File: src/rtl/exec_pkg.sv
// Shared types and constants for the execution controller and the
// controller/datapath it gates.
package exec_pkg;

    typedef enum logic [2:0] {
        S_HALT,
        S_RUN,
        S_STEP,
        S_BRK,
        S_DONE
    } exec_state_t;

    localparam logic [1:0] MODE_HALT = 2'd0;
    localparam logic [1:0] MODE_RUN  = 2'd1;
    localparam logic [1:0] MODE_BRK  = 2'd2;
    localparam logic [1:0] MODE_DONE = 2'd3;

    // Controller estadoAtual encodings and the stop opcode
    localparam logic [3:0] EXEC_FETCH_STATE  = 4'd0;
    localparam logic [3:0] EXEC_DECODE_STATE = 4'd1;
    localparam logic [3:0] EXEC_HALT_OPCODE  = 4'hF;

    // Externally visible mode; a single step reports as HALT
    function automatic logic [1:0] mode_of(input exec_state_t s);
        case (s)
            S_RUN:   return MODE_RUN;
            S_BRK:   return MODE_BRK;
            S_DONE:  return MODE_DONE;
            default: return MODE_HALT;
        endcase
    endfunction

endpackage

File: src/rtl/sync_edge.sv
// Two-flop synchronizer for an asynchronous level, plus a rising-edge
// strobe derived from the synchronized level.
module sync_edge (
    input  logic clk,
    input  logic rst,
    input  logic sig,
    output logic level,
    output logic rise
);

    logic ff1;
    logic ff2;
    logic prev;

    // Synchronizer chain and previous-level register for edge detection
    always_ff @(posedge clk) begin
        if (!rst) begin
            ff1  <= 1'b0;
            ff2  <= 1'b0;
            prev <= 1'b0;
        end else begin
            ff1  <= sig;
            ff2  <= ff1;
            prev <= ff2;
        end
    end

    assign level = ff2;
    assign rise  = ff2 & ~prev;

endmodule

File: src/rtl/exec_ctrl.sv
// Execution controller: issues one-cycle step strobes to the controller/
// datapath in run, single-step, breakpoint and halt-opcode stop modes, and
// counts fetched instructions for debug display.
module exec_ctrl
    import exec_pkg::*;
#(
    parameter int unsigned TICK_DIV     = 50_000_000,
    parameter int unsigned CNT_W        = 16,
    parameter logic [3:0]  HALT_OPCODE  = EXEC_HALT_OPCODE,
    parameter logic [3:0]  FETCH_STATE  = EXEC_FETCH_STATE,
    parameter logic [3:0]  DECODE_STATE = EXEC_DECODE_STATE
) (
    input  logic             clk,
    input  logic             rst,
    input  logic             run_sw,
    input  logic             step_btn,
    input  logic             brk_en,
    input  logic [3:0]       brk_opcode,
    input  logic [3:0]       opcode,
    input  logic [3:0]       estado,
    output logic             step_en,
    output logic [1:0]       mode,
    output logic             halted,
    output logic [CNT_W-1:0] instr_count,
    output logic             tick_led
);

    localparam int unsigned    TW        = $clog2(TICK_DIV);
    localparam logic [TW-1:0]  TICK_LAST = TW'(TICK_DIV - 1);

    exec_state_t   state;
    exec_state_t   state_next;
    logic          step_en_next;
    logic          run_step;
    logic [TW-1:0] tick_cnt;
    logic          tick;
    logic          run_sync;
    logic          run_rise_unused;
    logic          step_edge;
    logic          step_level_unused;

    sync_edge u_run_sync (
        .clk   (clk),
        .rst   (rst),
        .sig   (run_sw),
        .level (run_sync),
        .rise  (run_rise_unused)
    );

    sync_edge u_step_sync (
        .clk   (clk),
        .rst   (rst),
        .sig   (step_btn),
        .level (step_level_unused),
        .rise  (step_edge)
    );

    assign tick = (state == S_RUN) && (tick_cnt == TICK_LAST);

    // Next state and step strobe; stop detection overrides run/step flow
    always_comb begin
        state_next   = state;
        step_en_next = 1'b0;
        run_step     = 1'b0;
        case (state)
            S_HALT: begin
                if (run_sync) begin
                    state_next = S_RUN;
                end else if (step_edge) begin
                    state_next   = S_STEP;
                    step_en_next = 1'b1;
                end
            end
            S_RUN: begin
                if (!run_sync) begin
                    state_next = S_HALT;
                end else if (tick) begin
                    step_en_next = 1'b1;
                    run_step     = 1'b1;
                end
            end
            S_STEP: state_next = S_HALT;
            S_BRK: begin
                if (!run_sync) begin
                    state_next = S_HALT;
                end else if (step_edge) begin
                    state_next   = S_STEP;
                    step_en_next = 1'b1;
                end
            end
            S_DONE: state_next = S_DONE;
            default: state_next = S_HALT;
        endcase
        if (step_en && (estado == DECODE_STATE) &&
            (state == S_RUN || state == S_STEP)) begin
            if (opcode == HALT_OPCODE) begin
                state_next   = S_DONE;
                step_en_next = 1'b0;
                run_step     = 1'b0;
            end else if (brk_en && (opcode == brk_opcode) && (state == S_RUN)) begin
                state_next   = S_BRK;
                step_en_next = 1'b0;
                run_step     = 1'b0;
            end
        end
    end

    // State, strobe, tick divider, LED and saturating instruction counter
    always_ff @(posedge clk) begin
        if (!rst) begin
            state       <= S_HALT;
            step_en     <= 1'b0;
            tick_cnt    <= '0;
            tick_led    <= 1'b0;
            instr_count <= '0;
        end else begin
            state   <= state_next;
            step_en <= step_en_next;
            // Divider only runs while staying in RUN; any exit clears it
            if (state == S_RUN && state_next == S_RUN) begin
                tick_cnt <= tick ? '0 : tick_cnt + 1'b1;
            end else begin
                tick_cnt <= '0;
            end
            if (run_step) begin
                tick_led <= ~tick_led;
            end
            if (step_en && (estado == FETCH_STATE) && (instr_count != '1)) begin
                instr_count <= instr_count + 1'b1;
            end
        end
    end

    // Mode and halted flags decoded from the state
    always_comb begin
        mode   = mode_of(state);
        halted = (state != S_RUN);
    end

endmodule

File: config.mk
export PLATFORM = sky130hd
export DESIGN_NAME = exec_ctrl
export DESIGN_NICKNAME = d
export VERILOG_FILES = /design/src/rtl/exec_pkg.sv /design/src/rtl/sync_edge.sv /design/src/rtl/exec_ctrl.sv
export SDC_FILE = /design/constraint.sdc
export NUM_CORES = 1
export LEC_CHECK = 0
export CAP_MARGIN = 15
export CORE_MARGIN = 4
export CORE_UTILIZATION = 40
export DETAILED_ROUTE_END_ITERATION = 6
export SLEW_MARGIN = 25
export SYNTH_ARGS = -nofsm -noshare
export SYNTH_HDL_FRONTEND = slang
export SYNTH_SLANG_ARGS = --single-unit
File: constraint.sdc
create_clock -name clk -period 6.29 [get_ports clk]
set_clock_uncertainty 0.15 [all_clocks]
set_input_delay 1.258 -clock clk [delete_from_list [all_inputs] [get_ports clk]]
set_output_delay 1.258 -clock clk [all_outputs]
set_load 0.01 [all_outputs]
==> impl.org, run 1 <==
** Timing
- Timing would allow up to ~0.29 GHz.
- The hold violation total from the final report was 0.
- Setup TNS :: 0 ps
- Clock period minus worst slack :: 3500 ps
- The count of pins over their slew limit came to 0.
- In this run the tightest slew margin relative to its limit is 0.500.
- Setup violations, final :: 0
- Post-route clock period utilization :: 0.556
- At the pin with the least slew margin, the transition time is 744 ps.
- Setup repair after global routing left no endpoint under its margin.

** Floorplan
- Die area :: 7570 µm²
- Die span in x :: 87.0 µm
- Top-level I/O count :: 38
- Measured along the y axis, the die boundary spans 87.0 µm.
- The region available for standard cell placement spans 5990 µm².
- For this configuration, the core starts out at a cell density of 0.417.
- Number of cell rows :: 28

** Critical path
- By startpoint and endpoint, the worst setup path is classified as in2reg.
- Measured in cells, the most critical reg-to-reg path has a length of 5.
- STA puts the critical path data required time at 6320 ps.
- STA classifies the critical path endpoint as a register.
- The setup check on the worst reg-to-reg path leaves a slack of approximately 3900 ps.
- In this run the worst path has a maximum fanout of 25.
- CP startpoint kind :: primary input
- Kind of cell with the highest combined delay on the critical path :: simple AND/OR/NAND/NOR gates
- Largest incremental delay on the critical path :: 680 ps
- Critical-path cell list :: clkdlybuf4s50_1, or4b_4, nor4_1, nor2_1, nand4b_4, nor2_1
- In this run the critical register-to-register path is captured at tick_cnt[3].
- Critical-path top delay cell :: nor4_1
- Reg-to-reg critical path startpoint :: step_en
- CP most frequent cell :: nor2_1
- Data arrives at the worst endpoint at between 3000 and 4000 ps.
- Buf+Inv Stages, Crit Path :: 1

** Yosys
- Each instance of the synthesized netlist takes up on average 8.64 µm².
- Sequential element share of the synthesized area :: 0.417
- Number of nets produced by synthesis :: between 300 and 400
- The synthesized design contains 52 register bits.
- Synthesized netlist cell count :: 289
- Number of enable flip-flop cells after synthesis :: 0
- After synthesis, the share of flip-flops with an asynchronous set or reset is 0.
- Post-synthesis cell type count :: 44
- Most common flop cell mapped by yosys :: dfxtp_1
- Warnings, synthesis :: 0
- The mapped netlist covers about 2500 µm².

** Cells and area
- In the final layout, the registers with the most flip-flops are tick_cnt: 26 flops, instr_count: 16 flops, state: 3 flops.
- Fraction of layout instances using a drive strength above 1 :: 0.0399
- Max FFs per register :: 26
- Filler cell count :: 564
- Final-stage net count :: 344
- Area used by multi-input combinational logic :: 1390 µm²
- P&R area growth vs syn :: 21.1%
- Register cell area after layout :: 1040 µm²
- Ant diodes :: 0
- More flip-flops sit in one register than any other, and that register is tick_cnt.
- After routing the design area is 3020 µm².

** GRT
- The number of global-route vias before repair was 1953.
- The number of antenna violations at the first check in global routing came to 0.
- All-Layer GR Usage :: 0.152
- After global routing the overflow that remains totals 0.
- Entering global routing, the biggest net connects 26 pins.
- The first global-routing pass estimated 9.24 mm of wire.

** Clock network
- Number of hold-repair buffers added at the cts stage :: 0
- Clock root cell :: clkbuf_8
- Clock transition at the register clock pins on the worst setup and hold paths after CTS :: approximately 90 ps
- CTS H-tree lvls :: 2
- The clock reaches the later pin of the worst-skew pair after 300 ps.
- In this run, CTS created clock tree buffers numbering 5.
- TritonCTS clock tree :: yes
- Counting every sink on the clock net gives 52.
- Deepest clock path buffer count :: 2
- Buffers inserted by post-CTS timing repair :: 0
- Post-CTS sizing :: 0

** Placement
- At the end of routability-driven placement, the weighted congestion stood at 0.776.
- Detailed placement ended at an HPWL of 3.96 mm.
- # port buffers :: 37
- In this run the cell area measured after placement is 2920 µm².

** Worst hold path
- HP Start :: u_step_sync.ff1
- Worst min-delay path endpoint :: u_step_sync.level
- Worst hold stages :: 1
- The path class of the tightest hold or removal check is reg2reg.

** Detailed routing
- Residual antenna-violating net count after detailed routing :: 0
- The final layout contains routed wiring with a total length of 5.32 mm.
- Wire length per cell after detailed routing :: 13.3 µm
- Total vias in the final route :: roughly 2100
- For this run, the detailed router's first-pass iteration total came to 4.
- Drt drc :: 0
- In the routed layout, each cell is associated on average with a via count of between 5 and 6.
- 1st-iter DRT viols :: 101

** Power and ir drop
- Dividing total power by cell area gives a power density of 192 nW/µm².
- Pwr Total :: slightly below 0.6 mW
- Leakage :: 0.974 nW
- Largest voltage drop on the vdd net :: 0.000141 V

** Status
- The run finished with clean final reports.

** Flow run
- The tool flagged a number of max-cap violations equal to 0.
## report_power, final
| part | total, mW | switching [mW] | internal [mW] |
|---|---|---|---|
| Sequential | 0.332 | 0.00146 | 0.331 |
| Combinational | 0.0239 | 0.00975 | 0.0141 |
| Clock | 0.225 | 0.107 | 0.118 |
## worst register-to-register path: cells and delay by family (launching register included)
kind / cells / cell delay, ps
flip-flops: 1 / 340
AND/OR/NAND/NOR: 5 / 1810
## cell type report
class                      instances  area share
clock buffer                       6      0.0240
timing repair buffer              37       0.122
clock inverter                     2      0.0116
tap                               75      0.0310
inverter                           7     0.00869
multi-input combinational        222       0.458
sequential                        52       0.344
## per-stage QoR
stage               worst slack, ps  hold WS (ps)  std cells  utilization
floorplan                      3110           262        289            -
finish                         2790           290        401        0.505
detailed placement             2510           269        393        0.487
global route                   2620           314        401        0.505
CTS                            2840           293        401        0.505
global placement               2550           267        393        0.487
## routing by layer
layer | GRT usage | vias to the layer above | part of all wire
met5 | 0 | - | 0
met4 | 0.0467 | 0 | 0.0092
met3 | 0.0350 | 5 | 0.053
met2 | 0.244 | 38 | 0.44
li1 | - | 1098 | -
met1 | 0.201 | 978 | 0.49
## placed cells by master (no fill, tap or decap), types with 3 or more instances in the layout
| cell type | synthesis | routed |
|---|---|---|
| and4_1 | 4 | 4 |
| xnor2_1 | 20 | 20 |
| inv_1 | 6 | 6 |
| nand4_1 | 13 | 13 |
| o21ai_0 | 8 | 8 |
| a21oi_1 | 7 | 7 |
| or3_1 | 3 | 3 |
| clkdlybuf4s50_1 | 0 | 37 |
| nor2_1 | 46 | 46 |
| nand3_1 | 16 | 16 |
| nand2_1 | 17 | 17 |
| xor2_1 | 18 | 18 |
| nor4_1 | 9 | 9 |
| dfxtp_1 | 52 | 52 |
| clkbuf_8 | 0 | 5 |
| and3_1 | 10 | 10 |
| nor3_1 | 6 | 6 |
| and2_1 | 6 | 6 |
| nand2b_1 | 3 | 3 |
| o211ai_1 | 6 | 6 |
## cells in the mapped netlist, types with 2 or more instances
cell type,n,area (µm²)
dfxtp_1,52,1040
nor2_1,46,173
xnor2_1,20,175
xor2_1,18,158
nand2_1,17,63.8
nand3_1,16,80.1
nand4_1,13,81.3
and3_1,10,62.6
nor4_1,9,56.3
o21ai_0,8,40.0
a21oi_1,7,35.0
and2_1,6,37.5
clkbuf_1,6,22.5
inv_1,6,22.5
nor3_1,6,30.0
o211ai_1,6,45.0
and4_1,4,35.0
nand2b_1,3,18.8
or3_1,3,18.8
a211oi_1,2,15.0
buf_6,2,22.5
ha_1,2,25.0
nand3b_1,2,15.0
nor2b_1,2,12.5
o41ai_1,2,17.5
or2_2,2,12.5
or4_1,2,15.0
## cell families (layout without fill, tap and decap cells)
kind of cell             Yosys count  count (layout)  share of synthesized area
AND/OR/NAND/NOR                  149             149                      0.323
flip-flops                        52              52                      0.417
XOR/XNOR                          38              38                      0.133
AO/OA/AOI/OAI                     32              32                     0.0842
buffers and inverters             15              52                     0.0286
adder cells (fa/ha/maj)            2               2                     0.0100
multiplexers                       1               1                    0.00401
## worst max path at each step
stage	startpoint	to	slack, ps	cells past startpoint
after floorplan	estado[1]	tick_cnt[12]	3110	6
after global placement	estado[1]	tick_cnt[10]	2550	6
after detailed placement	estado[1]	tick_cnt[8]	2510	6
after CTS	estado[1]	tick_cnt[3]	2840	6
after global routing	estado[1]	tick_cnt[3]	2620	6
final	estado[1]	tick_cnt[3]	2790	6
Power figures use the tool's default switching activity.
==> inputs of run 2 (changes only) <==
- clock period: 6.29 -> 3.25 ns (I/O delays scaled with it)
==> run 2 against run 1 <==
  * Setup slack got worse by 2400 ps
  * Register-to-register slack got worse by 3000 ps
  * Critical path depth is the same
  * Count of clock-buffer cells in the layout up 1
  * Critical endpoint is now instr_count[13]
  * Largest cell class unchanged
==> impl.org, run 2 (synthesized netlist as in run 1, its figures left out) <==
** Timing
- Worst Tran Pin Value :: 556 ps (was 744 ps)
- The final number of setup-violating endpoints came to 0 (unchanged).
- Of the available clock period, the critical path in the final layout requires 0.867.
- The total negative slack was 0 ps (unchanged).
- Number of hold-slack violations in the final timing report :: 0 (unchanged)
- Clock period minus worst slack :: 2820 ps
- Timing-limited maximum frequency :: roughly 0.36 GHz
- Hold Worst Slack :: 296 ps (was 290 ps)
- The count of pins over their slew limit was 0 (unchanged).
- Slew HR :: 0.620 (was 0.500)
- Unrepaired setup endpoints after global routing: no (unchanged).

** GRT
- Sum of overflow across all layers after global routing :: 0 (unchanged)
- Number of global-route vias before repair :: 1988 (was 1953)
- The number of antenna violations at the first check in global routing was 0 (unchanged).
- The first-pass GRT wire length was 9.40 mm (was 9.24 mm).
- All-Layer GR Usage :: 0.154 (was 0.152)
- Largest net degree at the start of global routing :: 26 (unchanged)

** Clock network
- Buffers inserted by post-CTS timing repair :: 0 (unchanged)
- The TritonCTS clock tree is yes (unchanged).
- Deepest clock path buffer count :: 2 (unchanged)
- The clock network latency to the later pin of the worst-skew pair came to 300 ps (about the same).
- Clock transition at the register clock pins on the worst setup and hold paths after CTS :: 90 ps (about the same)
- TritonCTS sink count :: 52 (unchanged)
- The level count of the clock H-tree is 2 (unchanged).
- The count of hold buffers inserted by post-cts repair is 0 (unchanged).
- Post-CTS sizing :: 0 (unchanged)
- Clock root cell :: clkbuf_8 (unchanged)
- Cts bufs inserted :: 5 (unchanged)

** Floorplan
- The area of the die came to 7570 µm² (unchanged).
- The die height was 87.0 µm (unchanged).
- Starting utilization of the core area :: 0.417 (unchanged)
- The horizontal die dimension came to 87.0 µm (unchanged).
- The number of placed I/O pins was 38 (unchanged).
- Number of cell rows :: 28 (unchanged)
- The area of the core region was 5990 µm² (unchanged).

** Detailed routing
- Residual antenna-violating net count after detailed routing :: 0 (unchanged)
- The vias per cell was 5.32 (was 5.28).
- 1st-iter DRT viols :: 118 (was 101)
- Total vias in the final route :: 2149 (was 2119)
- Drt drc :: 0 (unchanged)
- The wire length after detailed routing was 5.61 mm (was 5.32 mm).
- Wire length per cell after detailed routing :: 13.9 µm (was 13.3 µm)
- Number of iterations in the first detailed-routing pass :: 4 (unchanged)

** Worst hold path
- Worst hold stages :: 1 (unchanged)
- The worst hold path class was reg2reg (unchanged).

** Cells and area
- The area growth from synthesis to final layout is 21.4% (was 21.1%).
- Max FFs per register :: 26 (unchanged)
- The multi-input logic area came to 1390 µm² (unchanged).
- Top library cells by usage in the layout, fill and taps aside: dfxtp_1 (52), nor2_1 (46), clkdlybuf4s50_1 (37) (unchanged).
- Filler cell count :: 579 (was 564)
- Biggest registers after layout :: tick_cnt: 26 flops, instr_count: 16 flops, state: 3 flops (unchanged)
- Most common library cell in the layout ignoring fill and taps :: dfxtp_1 (unchanged)
- The fraction of final layout cells sized beyond drive strength 1 is 0.0486 (was 0.0399).
- The sequential cell area in the final layout was 1040 µm² (unchanged).
- The number of inserted diodes came to 0 (unchanged).
- Largest Register :: tick_cnt (unchanged)
- Final-stage net count :: 347 (was 344)

** Power and ir drop
- The static power due to leakage was 0.978 nW (was 0.974 nW).
- Power per cell area :: 353 nW/µm² (was 192 nW/µm²)
- The worst vdd rail ir drop came to 0.000202 V (was 0.000141 V).

** Status
- Run status :: finished clean (unchanged)

** Critical path
- Worst-path maximum fanout :: 5 (was 25)
- Stages on worst setup path :: 6 (unchanged)
- Largest incremental delay on the critical path :: 570 ps (was 680 ps)
- Worst Reg2Reg Path Length in Cells :: 5 (unchanged)
- CP startpoint kind :: primary input (unchanged)
- Required time of the critical path :: 3320 ps (was 6320 ps)
- Critical-path top delay cell :: or4b_4 (was nor4_1)
- Arrival @ worst endpoint :: 2890 ps (was 3530 ps)
- Buf+Inv Stages, Crit Path :: 1 (unchanged)
- Path type of the worst setup path :: in2reg (unchanged)
- Critical-path cell list: clkdlybuf4s50_1, or4b_4, nor4_2, nand4_1, or3_1, a21oi_1 (was clkdlybuf4s50_1, or4b_4, nor4_1, nor2_1, nand4b_4, nor2_1).
- Kind of cell with the highest combined delay on the critical path :: simple AND/OR/NAND/NOR gates (unchanged)
- The endpoint class of the critical path is a register (unchanged).

** Placement
- The total half-perimeter wirelength after legalization and detailed placement was 4.11 mm (was 3.96 mm).
- The number of port buffers is 37 (unchanged).
- Placer congestion estimate :: 0.750 (was 0.776)

** Flow run
- The total of max-cap violations came to 0 (unchanged).
run 2: power by group:
part	total (mW)	switching [mW]	leakage [nW]	internal [mW]
logic	0.0487	0.0198	0.514	0.0289
registers	0.643	0.00260	0.420	0.640
clock network	0.380	0.207	0.0445	0.174
run 2: path summary, 6_finish.rpt:
path                                       from                 to  slack, ps
worst min register to register  u_step_sync.ff1  u_step_sync.level        300
worst max register to register          step_en    instr_count[13]        910
worst min-delay path            u_step_sync.ff1  u_step_sync.level        300
worst max-delay path                  estado[1]    instr_count[13]        430
run 2: metrics by stage:
step / setup slack (ps) / std cells / power, mW / instance area (µm²) / util
finish: 434 / 404 / 1.07 / 3030 / 0.506
global route: 366 / 404 / 1.11 / 3030 / 0.506
CTS: 427 / 404 / 1.09 / 3030 / 0.506
detailed placement: 129 / 396 / 0.707 / 2940 / 0.491
global placement: 164 / 396 / 0.706 / 2940 / 0.491
floorplan: 679 / 289 / 0.677 / 2500 / -
run 2: final cells by class:
type,instances,area share
clock buffer,7,0.0285
clock inverter,1,0.00248
inverter,7,0.00866
multi-input combinational,222,0.457
sequential,52,0.343
tap,75,0.0309
timing repair buffer,40,0.130
run 2: layer usage:
metal  routed length, µm  track usage  up-vias
li1                    -            -     1108
met1                2900        0.215      994
met2                2430        0.243       45
met3                 253       0.0293        2
met4                  29       0.0382        0
met5                   0            0        -
==> inputs of run 3 (changes only) <==
- SYNTH_HIERARCHICAL: default -> 1
==> run 3 against run 2 <==
  * Final cell count up 0.25%
  * Sequential share of layout area down 0.099 points
  * Die area up 0.59%
  * Sequential cell count unchanged
  * Non-clock buffer count up 2
  * Maximum frequency up 6.9%
  * Via count down 2.9%
  * Critical endpoint is now mode[1]
  * Highest routed layer unchanged
==> impl.org, run 3 <==
** GRT
- All-Layer GR Usage :: 0.140 (was 0.154)
- The largest net degree at the start of global routing came to 27 (was 26).
- The number of global-route vias before repair is 1906 (was 1988).
- The number of antenna violations at the first check in global routing came to 0 (unchanged).
- Wire length of the first global-routing pass :: 8.56 mm (was 9.40 mm)
- Sum of overflow across all layers after global routing :: 0 (unchanged)

** Critical path
- Arrival @ worst endpoint :: 1830 ps (was 2890 ps)
- Reg-to-reg critical path startpoint :: state[0] (was step_en)
- CP startpoint kind :: register (was primary input)
- The category of the most critical setup path is reg2out (was in2reg).
- Critical Path Start :: state[2] (was estado[1])
- Setup crit end kind :: primary output (was register)
- The flop-to-flop setup slack was 1060 ps (was 910 ps).
- Largest incremental delay on the critical path :: 550 ps (was 570 ps)
- The top fanout value on the critical path is 8 (was 5).
- The reg-to-reg critical path endpoint was tick_cnt[3] (was instr_count[13]).
- Required time of the critical path :: 2450 ps (was 3320 ps)
- The highest-delay cell along the critical path is clkdlybuf4s50_1 (was or4b_4).
- Critical-path cell list: inv_1, nor3_1, o21bai_1, clkdlybuf4s50_1 (was clkdlybuf4s50_1, or4b_4, nor4_2, nand4_1, or3_1, a21oi_1).
- The critical path capture point was mode[1] (was instr_count[13]).
- Worst Reg2Reg Path Length in Cells :: 6 (was 5)

** Cells and area
- Fraction of layout instances using a drive strength above 1 :: 0.0576 (was 0.0486)
- The multi-input logic area came to 1360 µm² (was 1390 µm²).
- Filler cell count :: 613 (was 579)
- P&R area growth vs syn :: 21.0% (was 21.4%)
- The commonest non-fill, non-tap cell in the layout is dfxtp_1 (unchanged).
- The net count reported at finish came to 348 (was 347).
- Register cell area after layout :: 1040 µm² (unchanged)
- The final core area utilization is 0.505 (was 0.506).
- Largest Register :: tick_cnt (unchanged)
- Non-Filler Instances :: 405 (was 404)
- Final cell area excluding filler cells :: 3040 µm² (was 3030 µm²)
- Top library cells by usage in the layout, fill and taps aside: dfxtp_1 (52), nor2_1 (46), clkdlybuf4s50_1 (37) (unchanged).
- Biggest registers after layout: tick_cnt: 26 flops, instr_count: 16 flops, state: 3 flops (unchanged).
- Max FFs per register :: 26 (unchanged)
- Ant diodes :: 0 (unchanged)

** Floorplan
- Floorplan Core Area :: 6030 µm² (was 5990 µm²)
- The number of placed I/O pins was 38 (unchanged).
- Die area :: 7620 µm² (was 7570 µm²)
- Starting utilization of the core area :: 0.417 (about the same)
- Number of cell rows :: 28 (unchanged)
- Die span in x :: 87.3 µm (was 87.0 µm)
- The die height was 87.3 µm (was 87.0 µm).

** Detailed routing
- Wirelength, routed :: 5.11 mm (was 5.61 mm)
- The number of design rule violations left after detail routing is 0 (unchanged).
- The total iterations of the first detailed-routing run is 4 (unchanged).
- The vias per cell came to 5.15 (was 5.32).
- Total vias in the final route :: 2086 (was 2149)
- Residual antenna-violating net count after detailed routing :: 0 (unchanged)
- The initial detailed-routing violation count was 69 (was 118).
- Wire length per cell after detailed routing :: 12.6 µm (was 13.9 µm)

** Clock network
- Clock transition at the register clock pins on the worst setup and hold paths after CTS :: 100 ps (was 90 ps)
- The TritonCTS clock tree is yes (unchanged).
- The maximum root-to-sink buffer count came to 2 (unchanged).
- The count of hold buffers inserted by post-cts repair came to 0 (unchanged).
- The count of instances resized after the clock tree is built came to 0 (unchanged).
- Buffers inserted by post-CTS timing repair :: 0 (unchanged)
- TritonCTS sink count :: 52 (unchanged)
- The clock buffer count from CTS was 5 (unchanged).
- The level count of the clock H-tree came to 2 (unchanged).
- Clock root cell :: clkbuf_8 (unchanged)
- The clock network latency to the later pin of the worst-skew pair was 310 ps (was 300 ps).

** Timing
- Worst Tran Pin Value :: 773 ps (was 556 ps)
- Post-route clock period utilization :: 0.810 (was 0.867)
- Final setup margin :: 617 ps (was 434 ps)
- The hold violation total from the final report was 0 (unchanged).
- Timing-limited maximum frequency :: 0.380 GHz (was 0.355 GHz)
- Unrepaired setup endpoints after global routing :: no (unchanged)
- The total negative slack was 0 ps (unchanged).
- The final number of setup-violating endpoints came to 0 (unchanged).
- The count of pins over their slew limit was 0 (unchanged).
- The clock period minus worst slack is 2630 ps (was 2820 ps).
- The headroom to the max-slew limit was 0.478 (was 0.620).

** Yosys
- Warnings, synthesis :: 6 (was 0)
- The synthesized netlist cell count came to 291 (was 289).
- The net count of the mapped netlist is 310 (was 308).
- Total standard cell area after synthesis :: 2510 µm² (was 2500 µm²)
- Avg Synthesized Cell Area :: 8.64 µm² (about the same)

** Power and ir drop
- The worst vdd rail ir drop came to 0.000228 V (was 0.000202 V).
- Power per cell area :: 349 nW/µm² (was 353 nW/µm²)
- The combinational power share came to 0.043 (was 0.045).
- The share of total power in sequential cells is 0.605 (was 0.600).
- Leakage :: 0.973 nW (was 0.978 nW)
- The share of power burned in the clock network came to 0.351 (was 0.355).
- The total internal power is 0.822 mW (was 0.843 mW).
- The net switching power of the design was 0.241 mW (was 0.229 mW).
- The switching portion of total power came to 0.227 (was 0.214).

** Status
- Run status :: finished clean (unchanged)

** Placement
- The total half-perimeter wirelength after legalization and detailed placement came to 3.71 mm (was 4.11 mm).
- # port buffers :: 37 (unchanged)
- The final weighted congestion in routability-driven placement is 0.761 (was 0.750).
- Total placed cells including tap cells :: 397 (was 396)
- Post-Place Cell Area :: 2950 µm² (was 2940 µm²)
- Place WS :: 329 ps (was 129 ps)

** Flow run
- The total of max-cap violations came to 0 (unchanged).

** Worst hold path
- The worst hold path class is reg2reg (unchanged).
run 3: worst min path at each step:
stage | start | slack (ps) | to | depth (start not counted)
after floorplan | u_run_sync/ff1 | 260 | u_run_sync/level | 1
after global placement | u_run_sync/ff1 | 260 | u_run_sync/level | 1
after detailed placement | u_step_sync/ff1 | 270 | u_step_sync/level | 1
after CTS | u_step_sync/ff1 | 300 | u_step_sync/level | 1
after global routing | tick_cnt[0] | 330 | tick_cnt[0] | 1
final | u_run_sync/ff1 | 290 | u_run_sync/level | 1
run 3: power groups by stage:
stage                     clock network [mW]  logic, mW  registers, mW
after floorplan                            0     0.0185          0.657
after global routing                   0.415     0.0508          0.644
final                                  0.373     0.0462          0.644
after detailed placement                   0     0.0468          0.658
after global placement                     0     0.0464          0.658
after CTS                              0.395     0.0468          0.644
run 3: stage by stage:
stage / hold slack (ps) / total power, mW
finish: 292 / 1.06
detailed placement: 267 / 0.705
global placement: 260 / 0.705
floorplan: 256 / 0.675
global route: 328 / 1.11
CTS: 296 / 1.09
run 3: worst max-delay path: cells and delay by family (launching register included):
| family | cells | cell delay (ps) |
|---|---|---|
| AOI/OAI and AO/OA | 1 | 150 |
| buffers and inverters | 2 | 670 |
| DFF | 1 | 480 |
| and+or+nand+nor | 1 | 240 |
run 3: layer usage:
metal / wire [µm] / up-vias / GRT usage
met5: 0 / - / 0
li1: - / 1090 / -
met1: 2540 / 962 / 0.190
met2: 2300 / 27 / 0.213
met4: 82 / 0 / 0.0544
met3: 183 / 7 / 0.0360
run 3: cell type report:
cell class / count / share of cell area
sequential: 52 / 0.342
inverter: 11 / 0.0136
tap: 75 / 0.0309
clock buffer: 5 / 0.0226
timing repair buffer: 42 / 0.138
multi-input combinational: 217 / 0.445
clock inverter: 3 / 0.00699
